==> config.mk <==
export PLATFORM = sky130hd
export DESIGN_NAME = draw_arbiter
export DESIGN_NICKNAME = d
export VERILOG_FILES = /design/src/rtl/draw_arb_pkg.sv /design/src/rtl/rr_picker.sv /design/src/rtl/draw_arbiter.sv
export SDC_FILE = /design/constraint.sdc
export NUM_CORES = 1
export LEC_CHECK = 0
export BUFFER_PORTS_ARGS = -buffer_cell sky130_fd_sc_hd__buf_2
export CORE_MARGIN = 2
export CORE_UTILIZATION = 50
export DETAILED_ROUTE_END_ITERATION = 8
export HOLD_SLACK_MARGIN = 0.1
export PLACE_DENSITY = 0.82
export SETUP_SLACK_MARGIN = 0.1
export SYNTH_ARGS = -nofsm -noshare
export SYNTH_HDL_FRONTEND = slang
export SYNTH_HIERARCHICAL = 1
export SYNTH_SLANG_ARGS = --single-unit
==> constraint.sdc <==
create_clock -name clk -period 5 [get_ports clk]
set_input_delay 0.5 -clock clk [delete_from_list [all_inputs] [get_ports clk]]
set_output_delay 0.5 -clock clk [all_outputs]
set_load 0.05 [all_outputs]
==> src/rtl/draw_arb_pkg.sv <==
// Shared types and constants for the drawing-engine arbiter.
package draw_arb_pkg;

  // Arbiter phases: pick a job, pulse start, wait for done/timeout, acknowledge.
  typedef enum logic [1:0] {
    IDLE,
    START,
    WAIT,
    RELEASE
  } arb_state_t;

  // VGA adapter pixel field widths (160x120, 3-bit colour).
  localparam int X_W = 8;
  localparam int Y_W = 7;
  localparam int C_W = 3;

  // Slot index width covers the largest supported engine count (8).
  localparam int MAX_ENG = 8;
  localparam int ID_W    = 3;

  // Watchdog counter width; it never needs to hold TIMEOUT itself.
  function automatic int cnt_width(input int timeout);
    return (timeout > 2) ? $clog2(timeout) : 1;
  endfunction

endpackage

==> src/rtl/rr_picker.sv <==
// Combinational round-robin priority encoder: first set request bit
// searching upward from last_grant+1, wrapping around.
module rr_picker
  import draw_arb_pkg::*;
#(
  parameter int N = 4
) (
  input  logic [N-1:0]    req,
  input  logic [ID_W-1:0] last_grant,
  output logic            valid,
  output logic [ID_W-1:0] index
);

  localparam int IW = (N > 1) ? $clog2(N) : 1;

  logic [IW-1:0] cand;

  // Scan the N candidates in rotated order and keep the first requester.
  always_comb begin
    // NOTE: every output gets a default before the loop so no path can infer a latch.
    valid = 1'b0;
    index = '0;
    cand  = '0;
    for (int k = 1; k <= N; k++) begin
      cand = IW'((int'(last_grant) + k) % N);
      if (!valid && req[cand]) begin
        valid = 1'b1;
        index = ID_W'(cand);
      end
    end
  end

endmodule

==> src/rtl/draw_arbiter.sv <==
// Shares the VGA adapter write port among N_ENG drawing engines. Jobs are
// granted one at a time in round-robin order; a watchdog aborts engines
// that never raise done.
module draw_arbiter
  import draw_arb_pkg::*;
#(
  parameter int N_ENG   = 4,
  parameter int TIMEOUT = 32768
) (
  input  logic                 clk,
  input  logic                 rst_n,
  input  logic [N_ENG-1:0]     req,
  output logic [N_ENG-1:0]     ack,
  output logic [N_ENG-1:0]     eng_start,
  input  logic [N_ENG-1:0]     eng_done,
  input  logic [X_W*N_ENG-1:0] eng_x,
  input  logic [Y_W*N_ENG-1:0] eng_y,
  input  logic [C_W*N_ENG-1:0] eng_colour,
  input  logic [N_ENG-1:0]     eng_plot,
  output logic [X_W-1:0]       vga_x,
  output logic [Y_W-1:0]       vga_y,
  output logic [C_W-1:0]       vga_colour,
  output logic                 vga_plot,
  output logic                 busy,
  output logic [ID_W-1:0]      grant_id,
  output logic                 timeout_err
);

  localparam int              CNT_W    = cnt_width(TIMEOUT);
  localparam logic [CNT_W-1:0] CNT_LAST = CNT_W'(TIMEOUT - 1);

  arb_state_t          state;
  logic [ID_W-1:0]     last_grant;
  logic [CNT_W-1:0]    wd_cnt;
  logic                pick_valid;
  logic [ID_W-1:0]     pick_idx;
  logic                running;
  logic [MAX_ENG-1:0]  done_pad;
  logic [MAX_ENG-1:0]  plot_pad;
  logic [MAX_ENG-1:0]  g_onehot;
  logic [MAX_ENG-1:0]  pick_onehot;
  logic [X_W-1:0]      x_slot [MAX_ENG];
  logic [Y_W-1:0]      y_slot [MAX_ENG];
  logic [C_W-1:0]      c_slot [MAX_ENG];
  logic [X_W-1:0]      hold_x;
  logic [Y_W-1:0]      hold_y;
  logic [C_W-1:0]      hold_c;

  // Unpack engine buses into per-slot fields; unused slots read as zero so
  // a 3-bit grant index always addresses a defined entry.
  for (genvar i = 0; i < MAX_ENG; i++) begin : g_slot
    if (i < N_ENG) begin : g_used
      assign x_slot[i] = eng_x[X_W*i +: X_W];
      assign y_slot[i] = eng_y[Y_W*i +: Y_W];
      assign c_slot[i] = eng_colour[C_W*i +: C_W];
    end else begin : g_unused
      assign x_slot[i] = '0;
      assign y_slot[i] = '0;
      assign c_slot[i] = '0;
    end
  end

  assign done_pad    = MAX_ENG'(eng_done);
  assign plot_pad    = MAX_ENG'(eng_plot);
  assign g_onehot    = MAX_ENG'(1) << grant_id;
  assign pick_onehot = MAX_ENG'(1) << pick_idx;
  assign running     = (state == START) || (state == WAIT);

  rr_picker #(.N(N_ENG)) u_picker (
    .req        (req),
    .last_grant (last_grant),
    .valid      (pick_valid),
    .index      (pick_idx)
  );

  // Job sequencer: grant, start, watchdog, acknowledge.
  always_ff @(posedge clk or negedge rst_n) begin
    // NOTE: non-blocking assignments so every register samples pre-edge values.
    if (!rst_n) begin
      state       <= IDLE;
      grant_id    <= '0;
      last_grant  <= ID_W'(N_ENG - 1);
      wd_cnt      <= '0;
      eng_start   <= '0;
      ack         <= '0;
      busy        <= 1'b0;
      timeout_err <= 1'b0;
    end else begin
      case (state)
        IDLE: begin
          if (pick_valid) begin
            grant_id  <= pick_idx;
            eng_start <= pick_onehot[N_ENG-1:0];
            busy      <= 1'b1;
            state     <= START;
          end
        end
        START: begin
          wd_cnt <= '0;
          state  <= WAIT;
        end
        WAIT: begin
          wd_cnt <= wd_cnt + 1'b1;
          // done takes priority over a coincident timeout
          if (done_pad[grant_id] || (wd_cnt == CNT_LAST)) begin
            eng_start <= '0;
            ack       <= g_onehot[N_ENG-1:0];
            state     <= RELEASE;
            if (!done_pad[grant_id]) timeout_err <= 1'b1;
          end
        end
        RELEASE: begin
          ack        <= '0;
          last_grant <= grant_id;
          busy       <= 1'b0;
          state      <= IDLE;
        end
        default: state <= IDLE;
      endcase
    end
  end

  // Remember the last pixel fields of the running job so x/y/colour stay
  // steady between jobs.
  always_ff @(posedge clk or negedge rst_n) begin
    // NOTE: these few output registers are reset so the adapter sees zeros while reset is held.
    if (!rst_n) begin
      hold_x <= '0;
      hold_y <= '0;
      hold_c <= '0;
    end else if (running) begin
      hold_x <= x_slot[grant_id];
      hold_y <= y_slot[grant_id];
      hold_c <= c_slot[grant_id];
    end
  end

  // Pixel mux: live pass-through of the granted engine while it runs, plot
  // suppressed at all other times.
  always_comb begin
    vga_x      = hold_x;
    vga_y      = hold_y;
    vga_colour = hold_c;
    vga_plot   = 1'b0;
    if (running) begin
      vga_x      = x_slot[grant_id];
      vga_y      = y_slot[grant_id];
      vga_colour = c_slot[grant_id];
      vga_plot   = plot_pad[grant_id];
    end
  end

endmodule

Yosys cells after proc, flatten, opt, wreduce, memory -nomap -nowiden
Index checks and enable logic that the tools add are counted.
Word-level totals
  input port bits: 86
  flip-flop bits (word level): 49
Operators by class
  equal/unequal tests: 6
  mux-type cells: 44
  shift-type cells: 2
  reductions and logical operators: 19
  $add $sub $neg: 5
  $lt $le $gt $ge: 6
  bitwise operators: 2
Operators with widths (number)
  15-bit case mux with 2 select lines: 1
  8-bit binary-select mux with 3-bit select: 1
  8-bit two-way mux: 3
  7-bit binary-select mux with 3-bit select: 1
  7-bit two-way mux: 3
  4-bit case mux with 2 select lines: 2
  15-bit by 1-bit adder with 15-bit output, second input constant: 1
  15-bit equality test, second input constant: 1
  2-bit by 3-bit less-than comparator with 1-bit output, second input constant: 4
  1-bit two-way mux: 12
  2-bit two-way mux: 6
  4-bit two-way mux: 3
  3-bit binary-select mux with 3-bit select: 1
  3-bit two-way mux: 3
  1-bit binary-select mux with 2-bit select: 4
  2-bit case mux with 4 select lines: 1
  2-bit AND reduction: 4
  2-bit nonzero test: 4
  1-bit by 2-bit << shifter with 4-bit output, first input constant: 2
  1-bit binary-select mux with 3-bit select: 2
  3-bit AND reduction: 2
  2-bit by 1-bit adder with 2-bit output, second input constant: 2
  2-bit adder, second input constant: 2
  2-bit equality test, second input constant: 2
  12 further kinds: 17

Longest topological paths before layout
  word-level depth: 16
  mapped depth: 7
  gate-level depth less buffers: 6

Modules after synthesis
The synthesis kept the hierarchy.
Modules (own cells, without submodules)
  draw_arbiter: cells each 258, sequential area each 1278.7 um^2, area each 2901.5 um^2, times used 1
  rr_picker: cells each 16, sequential area each 0.0 um^2, area each 102.6 um^2, times used 1

Least setup slack after synthesis
OpenSTA, ideal clock, no wires.
  path type: register -> output
  from: reg grant_id[0]
  to: out vga_colour[0]
  cell stages (with the launch flop): 6
  data arrival time: 2.166 ns
  setup slack: 2.334 ns
  cell sequence: dfrtp_1 > buf_4 > buf_2 > mux4_2 > inv_1 > o2bb2ai_1
Between the ends
  cells in the longest elaborated chain, start to end: 5
RTL lines
  start: declaration: RTL line draw_arbiter.sv:25  | output logic [ID_W-1:0] grant_id,
  start signal: assignment: RTL line draw_arbiter.sv:92  | grant_id <= pick_idx;
  2-bit inverter with 4-bit output (implied by the code): RTL line draw_arbiter.sv:148  | vga_colour = c_slot[grant_id];
  3-bit binary-select mux with 3-bit select: RTL line draw_arbiter.sv:148
  3-bit two-way mux (implied by the code) (2 in a row): RTL line draw_arbiter.sv:148
  3-bit two-way mux
  end: declaration: RTL line draw_arbiter.sv:22  | output logic [C_W-1:0] vga_colour,
Every way passes these cells. The select of a mux whose other input is x is not followed.

Worst setup path after layout
  from: reg state[1]
  to: out vga_colour[1]
Between the ends
  cells in the longest elaborated chain, start to end: 3
  elaborated cells on any way between the ends: 4
  those cells by class: eq/ne: 2; mux: 1; reduce/logical: 1
RTL lines
  start: declaration: RTL line draw_arbiter.sv:32  | arb_state_t state;
  start signal: assignment: RTL line draw_arbiter.sv:80  | state <= IDLE;
  start signal: assignment: RTL line draw_arbiter.sv:95  | state <= START;
  start signal: assignment: RTL line draw_arbiter.sv:100  | state <= WAIT;
  2-bit by 1-bit equality test with 1-bit output or 2-bit equality test (tied branches): RTL line draw_arbiter.sv:67  | assign running = (state == START) || (state == WAIT);
  1-bit logical OR *: RTL line draw_arbiter.sv:67
  named net running: RTL line draw_arbiter.sv:37  | logic running;
  3-bit two-way mux *
The timed path passes the listed nets; every way through them passes the cells marked *.

==> impl_metrics.tcl <==
set metrics [dict create \
    status "finished clean" \
    first_pass_iters 4 \
    grt_pass1_vias 2505 \
    grt_util_met2 0.3967 \
    place_ws_ns 2.413 \
    reg2reg_depth 5 \
    min_period_ns 2.934 \
    syn_area_mm2 0.002968 \
    cts.sinks 50 \
    drt_wl_total_um 7451 \
    die_height_um 81.05 \
    fillerInstances 495 \
    cts_resized 0 \
    syn_avg_cell_area_um2 10.91 \
    num_rows 28 \
    crit_path_end_kind "primary output" \
    worstSkewPairLatency_ns 0.31 \
    drcViolationCount 0 \
    grt_use_met1 0.2986 \
    initial_core_util 0.5103 \
    p_per_area_mw_per_mm2 693.4 \
    path_clk_slew_ns 0.10 \
    crit_chain "inv_1, ha_1, nand2b_1, o2bb2ai_1, buf_2" \
    grt_use_total 0.2316 \
    cts_made_buffers 5 \
    critical_path_arrival_ns 2.43 \
    numPortBuffers 117 \
    grt_max_degree 51 \
    drive_gt1_frac 0.4162 \
    min_period_over_period 0.5867 \
    cts_setup_buffers 0 \
    grt_busiest_layer "met2" \
    skew_ns 0.01726 \
    start_kind "flop" \
    grt_pass1_wl_um 11720 \
    die-area_mm2 0.006568 \
    slowest_stage "ha_1" \
    r2r-end "wd_cnt[13]$_DFFE_PN0N_" \
    final_area_mm2 0.003687 \
    fin_nets 471 \
    multi_input_area_mm2 0.001528 \
    startpoint "state[1]$_DFFE_PN0P_" \
    drv_slew 0 \
    grt_use_met3 0.04556 \
    layout_common_cells "buf_2 (117), dfrtp_1 (48), inv_1 (24)" \
    hold_viol 0 \
    worstSetupEndpoint "vga_colour[1]" \
    cap_violations 0 \
    tightestPinTransition_ns 0.9913 \
    critPathMaxStageDelay_ns 0.49 \
    cts_tree "built" \
    viasPerCell 5.624 \
    fmax_mhz 340.9 \
    wire_per_inst_um 16.30 \
    num_antenna_cells 0 \
    crit_type "flop to primary output" \
    placed_area_mm2 0.003566 \
    worstPathMaxFanout 19 \
    final_antenna_net_count 0 \
    grt_overflow 0 \
    dr.first_iter.drc_count 100 \
    core_area_mm2 0.005816 \
    vias 2570 \
    yosysWarnings 6 \
    critPathRequiredTime_ns 4.50 \
    cts_max_level 2 \
    seqCellArea_mm2 0.001254 \
    area_delta_synth_final_pct 24.24 \
    r2r_slack_ns 2.68 \
    antenna_found_initial 0 \
    synthCells 272 \
    gp_congestion 0.8117 \
    ctsHoldBuffers 0 \
    num_io_pins 118 \
    reg2reg_from "state[1]$_DFFE_PN0P_" \
    rsz0062_at_grt "false" \
    fin_ws_ns 2.066 \
    dpl.hpwl_um 5639 \
    cts-root-buf "clkbuf_8" \
    setup_violations 0 \
    die-width_um 81.05 \
    p_leak_nw 1.786 \
    slew_headroom 0.3391 \
    fin_tns_setup_ns 0 \
    irDropWorstVdd_mv 0.3911 \
    syn_nets 362 \
    cts_buffer_depth 2 \
    layout_commonest_cell "buf_2" \
    holdCritPathClass "primary input to asynchronous set/reset pin" \
]
==> power breakdown <==
| part | internal, mW | total, mW | switching, mW |
|---|---|---|---|
| logic | 0.482 | 1.62 | 1.14 |
| registers | 0.536 | 0.644 | 0.108 |
| clock network | 0.165 | 0.295 | 0.131 |
| total | 1.18 | 2.56 | 1.37 |
==> state kept, by name, indices dropped and copies added, names as in the netlist <==
| register | flops |
|---|---|
| ack | 4 |
| busy | 1 |
| eng_start | 4 |
| grant_id | 3 |
| hold_c | 3 |
| hold_x | 8 |
| hold_y | 7 |
| last_grant | 2 |
| state | 2 |
| timeout_err | 1 |
| wd_cnt | 15 |
==> worst min-delay path by stage <==
stage	from	endpoint	slack, ns	cells past startpoint
6_report	rst_n	ack[2]$_DFFE_PN0P_	0.29	2
5_1_grt	rst_n	ack[2]$_DFFE_PN0P_	0.35	2
4_1_cts	rst_n	ack[1]$_DFFE_PN0P_	0.30	2
3_5_place_dp	timeout_err$_DFFE_PN0P_	timeout_err$_DFFE_PN0P_	0.45	1
3_3_place_gp	timeout_err$_DFFE_PN0P_	timeout_err$_DFFE_PN0P_	0.44	1
2_1_floorplan	rst_n	ack[0]$_DFFE_PN0P_	0.20	0
==> per-layer routing <==
layer  part of all wire  wire [um]
met2               0.49       3658
met4              0.010         77
met3              0.068        508
met1               0.43       3206
met5                  0          0
==> metrics by stage <==
| stage | hold slack, ns | cells | power [mW] | util |
|---|---|---|---|---|
| floorplan | 0.2044 | 272 | 1.921 | - |
| global route | 0.3470 | 457 | 2.712 | 0.6340 |
| CTS | 0.3012 | 457 | 2.571 | 0.6340 |
| finish | 0.2867 | 457 | 2.557 | 0.6340 |
| detailed placement | 0.4504 | 449 | 2.271 | 0.6132 |
| global placement | 0.4395 | 449 | 2.234 | 0.6132 |
==> worst max-delay path, delay by kind of cell (launching register included) <==
| kind | cells | cell delay [ns] |
|---|---|---|
| compound gates | 1 | 0.37 |
| fa+ha+maj | 1 | 0.49 |
| buf+inv | 2 | 0.37 |
| flops | 1 | 0.42 |
| simple gates | 1 | 0.47 |
==> final cells by class <==
type	count	share of cell area
inverter	24	0.02443
tap	75	0.02545
timing repair buffer	119	0.1629
sequential	50	0.3400
clock buffer	6	0.02240
clock inverter	2	0.01052
multi-input combinational	181	0.4143
No activity file was read; power rests on OpenSTA's default activity.
